[src/rtl/a2d_pkg.sv]
// a2d_pkg: state encoding and default parameters for the A2D scan sequencer
package a2d_pkg;
  typedef enum logic [1:0] {IDLE, START, WAIT, STORE} scan_state_t;
  localparam int DEF_NUM_CHNNL = 8;
  localparam int DEF_RES_W     = 12;
  localparam int DEF_LED_W     = 8;
  localparam int DEF_SCAN_DIV  = 50000;
  localparam int DEF_TMO_CYC   = 4096;
endpackage

[src/rtl/pb_release_det.sv]
// pb_release_det: synchronise a raw active-low push button and flag its release for one cycle
module pb_release_det (
  input  logic clk,
  input  logic rst,
  input  logic i_btn,
  output logic o_rel
);
  logic r_ff1, r_ff2, r_ff3, r_rel;
  // two-flop synchroniser, edge flop and registered release pulse; the idle level is "released"
  always_ff @(posedge clk)
    if (rst) begin
      r_ff1 <= 1'b1;
      r_ff2 <= 1'b1;
      r_ff3 <= 1'b1;
      r_rel <= 1'b0;
    end else begin
      r_ff1 <= i_btn;
      r_ff2 <= r_ff1;
      r_ff3 <= r_ff2;
      r_rel <= r_ff2 & ~r_ff3;
    end
  assign o_rel = r_rel;
endmodule

[src/rtl/a2d_scan_ctrl.sv]
// a2d_scan_ctrl: manual/auto A2D channel sequencer with timeout, result buffer and LED slice
module a2d_scan_ctrl
  import a2d_pkg::*;
#(
  parameter int NUM_CHNNL = DEF_NUM_CHNNL,
  parameter int RES_W     = DEF_RES_W,
  parameter int LED_W     = DEF_LED_W,
  parameter int SCAN_DIV  = DEF_SCAN_DIV,
  parameter int TMO_CYC   = DEF_TMO_CYC,
  localparam int CH_W     = $clog2(NUM_CHNNL)
) (
  input  logic                 clk,
  input  logic                 rst,
  input  logic                 nxt_chnnl,
  input  logic                 auto_mode,
  input  logic                 clr_err,
  output logic                 strt_cnv,
  output logic [2:0]           chnnl,
  input  logic                 cnv_cmplt,
  input  logic [RES_W-1:0]     res,
  input  logic [CH_W-1:0]      rd_chnnl,
  output logic [RES_W-1:0]     rd_data,
  output logic [NUM_CHNNL-1:0] vld,
  output logic [LED_W-1:0]     LEDs,
  output logic                 busy,
  output logic                 err
);
  localparam int DIV_W = $clog2(SCAN_DIV);
  localparam int TMO_W = $clog2(TMO_CYC);
  scan_state_t r_state, w_nxt;
  logic [CH_W-1:0] r_chnnl;
  logic [DIV_W-1:0] r_div;
  logic [TMO_W-1:0] r_tmo;
  logic [RES_W-1:0] r_buf [NUM_CHNNL];
  logic [NUM_CHNNL-1:0] r_vld;
  logic [LED_W-1:0] r_leds;
  logic [RES_W-1:0] r_rd;
  logic r_pend, r_err, w_rel, w_go, w_wr, w_tmo;

  pb_release_det u_rel (
    .clk   (clk),
    .rst   (rst),
    .i_btn (nxt_chnnl),
    .o_rel (w_rel)
  );

  // next state: advance request from IDLE, completion or timeout from WAIT
  always_comb begin
    w_go  = 1'b0;
    w_wr  = 1'b0;
    w_tmo = 1'b0;
    w_nxt = r_state;
    case (r_state)
      IDLE: begin
        w_go  = auto_mode ? (r_div == DIV_W'(SCAN_DIV - 1)) : (w_rel | r_pend);
        w_nxt = w_go ? START : IDLE;
      end
      START: w_nxt = WAIT;
      WAIT: begin
        w_wr  = cnv_cmplt;
        w_tmo = ~cnv_cmplt & (r_tmo == TMO_W'(TMO_CYC - 1));
        w_nxt = w_wr ? STORE : (w_tmo ? IDLE : WAIT);
      end
      default: w_nxt = IDLE;
    endcase
  end

  // state register
  always_ff @(posedge clk)
    r_state <= rst ? IDLE : w_nxt;

  // channel pointer, one-deep pending request, interval/timeout counters and sticky error
  always_ff @(posedge clk)
    if (rst) begin
      r_chnnl <= CH_W'(NUM_CHNNL - 1);
      r_pend  <= 1'b0;
      r_div   <= '0;
      r_tmo   <= '0;
      r_err   <= 1'b0;
    end else begin
      if (w_go) r_chnnl <= (r_chnnl == CH_W'(NUM_CHNNL - 1)) ? '0 : r_chnnl + 1'b1;
      r_pend <= ~auto_mode & ~w_go & (r_pend | (w_rel & (r_state != IDLE)));
      r_div  <= (r_state == IDLE && auto_mode && !w_go) ? r_div + 1'b1 : '0;
      r_tmo  <= (r_state == WAIT) ? r_tmo + 1'b1 : '0;
      r_err  <= w_tmo | (r_err & ~clr_err);
    end

  // result buffer, valid bits and LED slice; a timeout invalidates the channel but keeps its data
  always_ff @(posedge clk)
    if (rst) begin
      r_buf  <= '{default: '0};
      r_vld  <= '0;
      r_leds <= '0;
    end else if (w_wr) begin
      r_buf[r_chnnl] <= res;
      r_vld[r_chnnl] <= 1'b1;
      r_leds         <= res[RES_W-1 -: LED_W];
    end else if (w_tmo) begin
      r_vld[r_chnnl] <= 1'b0;
    end

  // registered read port, write-first so a store in the same cycle is returned
  always_ff @(posedge clk)
    if (rst) r_rd <= '0;
    else r_rd <= (w_wr && rd_chnnl == r_chnnl) ? res : r_buf[rd_chnnl];

  assign strt_cnv = r_state == START;
  assign busy     = r_state == START || r_state == WAIT;
  assign chnnl    = 3'(r_chnnl);
  assign rd_data  = r_rd;
  assign vld      = r_vld;
  assign LEDs     = r_leds;
  assign err      = r_err;
endmodule

[config.mk]
export PLATFORM = sky130hd
export DESIGN_NAME = a2d_scan_ctrl
export DESIGN_NICKNAME = d
export VERILOG_FILES = /design/src/rtl/a2d_pkg.sv /design/src/rtl/pb_release_det.sv /design/src/rtl/a2d_scan_ctrl.sv
export SDC_FILE = /design/constraint.sdc
export NUM_CORES = 1
export LEC_CHECK = 0
export BUFFER_PORTS_ARGS = -buffer_cell sky130_fd_sc_hd__buf_2
export CORE_ASPECT_RATIO = 0.75
export CORE_MARGIN = 4
export CORE_UTILIZATION = 40
export DETAILED_ROUTE_END_ITERATION = 6
export GPL_ROUTABILITY_DRIVEN = 0
export SYNTH_ARGS = -nofsm -noshare
export SYNTH_HDL_FRONTEND = slang
export SYNTH_SLANG_ARGS = --single-unit
[constraint.sdc]
create_clock -name clk -period 1.9 [get_ports clk]
set_input_delay 0.285 -clock clk [delete_from_list [all_inputs] [get_ports clk]]
set_output_delay 0.285 -clock clk [all_outputs]
set_load 0.1 [all_outputs]
==> impl_results.md <==
- Mapped Avg Cell Area: 8.77 µm²
- Antenna violations before repair: 0
- IO Port Bufs: 54
- Met2 usage: 0.288
- Post-DP HPWL: 11700 µm
- Fmax: 560 MHz
- Met3 Track Usage GR: 0.0467
- Global route overflow: 0
- Pwr dens: a little under 1000 nW/µm²
- WL/cell: 16.8 µm
- Register area share after synthesis: 0.475
- DRC Markers: 0
- Largest net degree at the start of global routing: 120
- CP startpoint kind: flop
- GR Layer Usage met1: 0.273
- Antenna cells: 0
- Max Transition Viols Final: 0
- Final period util: 0.940
- Worst-margin pin slew: a little under 600 ps
- Total power: 7.76 mW
- Worst Setup End Kind: primary output
- CP cell instances: buf_2
- Max_cap viols: 0
- Commonest non-fill, non-tap cells in the layout: nand2_1, dfxtp_1, a21oi_1, buf_2, nor2_1
- Hold Path Origin: auto_mode
- CP Max Fanout: 16
- Fin cells: 1055
- Final Skew: 6.49 ps
- Bufs and invs on worst path: 1
- Ys async rst share: 0
- Die Wd: approximately 160 µm
- Cell taking the most area after synthesis: dfxtp_1
- Worst skew pair latency: 420 ps
- Static Leak: around 2.8 nW
- Inst Count DP: 1024
- Unrepaired setup endpoints after global routing: no
- Clock Sinks: between 150 and 200
- Via count: 5560
- Final Hold Viols: 0
- Total CTS buffers: 17
- Largest delay share family, worst path: flip-flops
- Clock root buffer: clkbuf_16
- Remaining antenna violation count after routing: 0
- Drt via density: approximately 5.3
- I/O pin cnt: 55
- Hold Path Class: input pin to flop
- Synth top area share: 0.475
- R2R Setup Slk: ~150 ps
- Area Overhead vs Synth: 17.2%
- Clock transition at the registers of the reported paths: 60 ps
- Period minus WS final: 1790 ps
- Post-Syn Instances: 784
- Hold Crit Depth: 2
- Status: completed
- Vias in the first global route: 5240
- Most common cell after layout, fill and taps aside: nand2_1
- Area contributors post-synth: dfxtp_1, nand2_1, a21oi_1, mux4_2, xnor2_1
- Die area: 19400 µm²
- Final wirelength: roughly 18000 µm
- Ys Warns: 0
- Hold_buf cts: 0
- Crit-path max cell delay: roughly 570 ps
- Cts repair resizes: 0
- Post-CTS setup buffers: 0
- Primary FF master, synth: dfxtp_1
- Slowest CP cell: dfxtp_2
- GRT Util Overall: 0.189
- CTS tree: built
- Starting density of the core: 0.409
- Gr busiest metal: met2
- Crit path required time: 1620 ps
- Pre-antenna DRT Iters: 4
- First-pass GRT wire length: between 20000 and 30000 µm
- Worst EP arrival: 1500 ps
- Class of the most critical setup path: flop to primary output
- Register bit total from synthesis: 163
- Core box area: 16800 µm²
- Post-synth EDFFs: 0
- Nets@finish: 857
- Yosys cell types: 45
- Final Setup Violations: 0
- Syn_nets: slightly above 800
- Relative slew margins: 0.614
- Peak VDD IR: 0.550 mV
- Final TNS setup: 0 ps
- Iteration-0 DRC count of the detailed router: 455
- Htree depth: 4
- Worst reg2reg path startpoint: r_tmo[0]$_SDFF_PP0_
- Worst r2r path cells: 5
- Hold Path End: r_pend$_SDFF_PP0_
- Synth Cell Area: 6880 µm²
- Rows: 41
- Clk buf depth: 2
- Share of layout cells above drive strength 1: 0.193
- Vert. Die Dim: 122 µm
where the power goes:
part           switching [mW]  internal [mW]  total (mW)  leakage, nW
clock                    1.36           2.39        3.76        0.317
sequential             0.0423           3.45        3.49         1.31
combinational           0.376          0.139       0.515         1.17
total                    1.78           5.98        7.76         2.80
flip-flops by register name, summed over array words and instances (netlist names), named ones only:
register     count
r_state          2
LEDs             8
u_rel.o_rel      1
u_rel.r_ff1      1
r_buf           96
r_tmo           12
r_div           16
chnnl            3
r_pend           1
u_rel.r_ff2      1
err              1
u_rel.r_ff3      1
rd_data         12
area by class of cell:
type | instances | area, µm²
sequential | 163 | 3270
tap | 215 | 269
clock buffer | 21 | 460
multi-input combinational | 548 | 3290
inverter | 12 | 45.0
timing repair buffer | 86 | 553
fill | 1615 | 8770
clock inverter | 10 | 179
Yosys cell counts (10+ instances only):
cell type / count
a21oi_1: 117
buf_2: 17
buf_4: 10
clkbuf_1: 34
dfxtp_1: 163
inv_1: 12
mux2i_1: 12
mux4_2: 24
nand2_1: 221
nor2_1: 42
o21ai_0: 16
xnor2_1: 21
per-layer routing:
layer	vias up	routed length [µm]
met1	2677	8970
met2	131	7720
met5	-	0
met4	0	162
li1	2737	-
met3	15	907
how the worst max path moves through the flow:
stage / start / slack, ps / cells past startpoint / to
after floorplan: chnnl[2]$_SDFFE_PP1P_ / 30 / 6 / r_buf[25]$_SDFFE_PP0P_
after global placement: r_tmo[0]$_SDFF_PP0_ / 170 / 5 / flop
after detailed placement: r_tmo[0]$_SDFF_PP0_ / 130 / 5 / flop
after CTS: r_state[0]$_SDFF_PP0_ / 30 / 3 / busy
after global routing: r_state[0]$_SDFF_PP0_ / 10 / 8 / r_buf[66]$_SDFFE_PP0P_
final: chnnl[1]$_SDFFE_PP1P_ / 110 / 1 / chnnl[1]
kinds of logic (layout without fill, tap and decap cells):
logic type      Yosys count  count (layout)  share of synthesized area
compound gates          148             148                      0.118
xor+xnor                 26              26                     0.0331
fa+ha+maj                 8               8                     0.0146
buf+inv                  73             129                     0.0484
flops                   163             163                      0.475
mux                      36              36                     0.0961
simple gates            330             330                      0.215
per-stage QoR:
stage          cell area (µm²)  utilization  hold slack [ps]  setup slack [ps]
3_5_place_dp              7410        0.440              389               129
2_1_floorplan             6880            -              364              32.9
3_3_place_gp              7410        0.440              383               165
4_1_cts                   8050        0.478             47.8              31.0
6_report                  8060        0.479             64.4               113
5_1_grt                   8060        0.479             59.4              9.84
(Power assumes the default switching activity.)
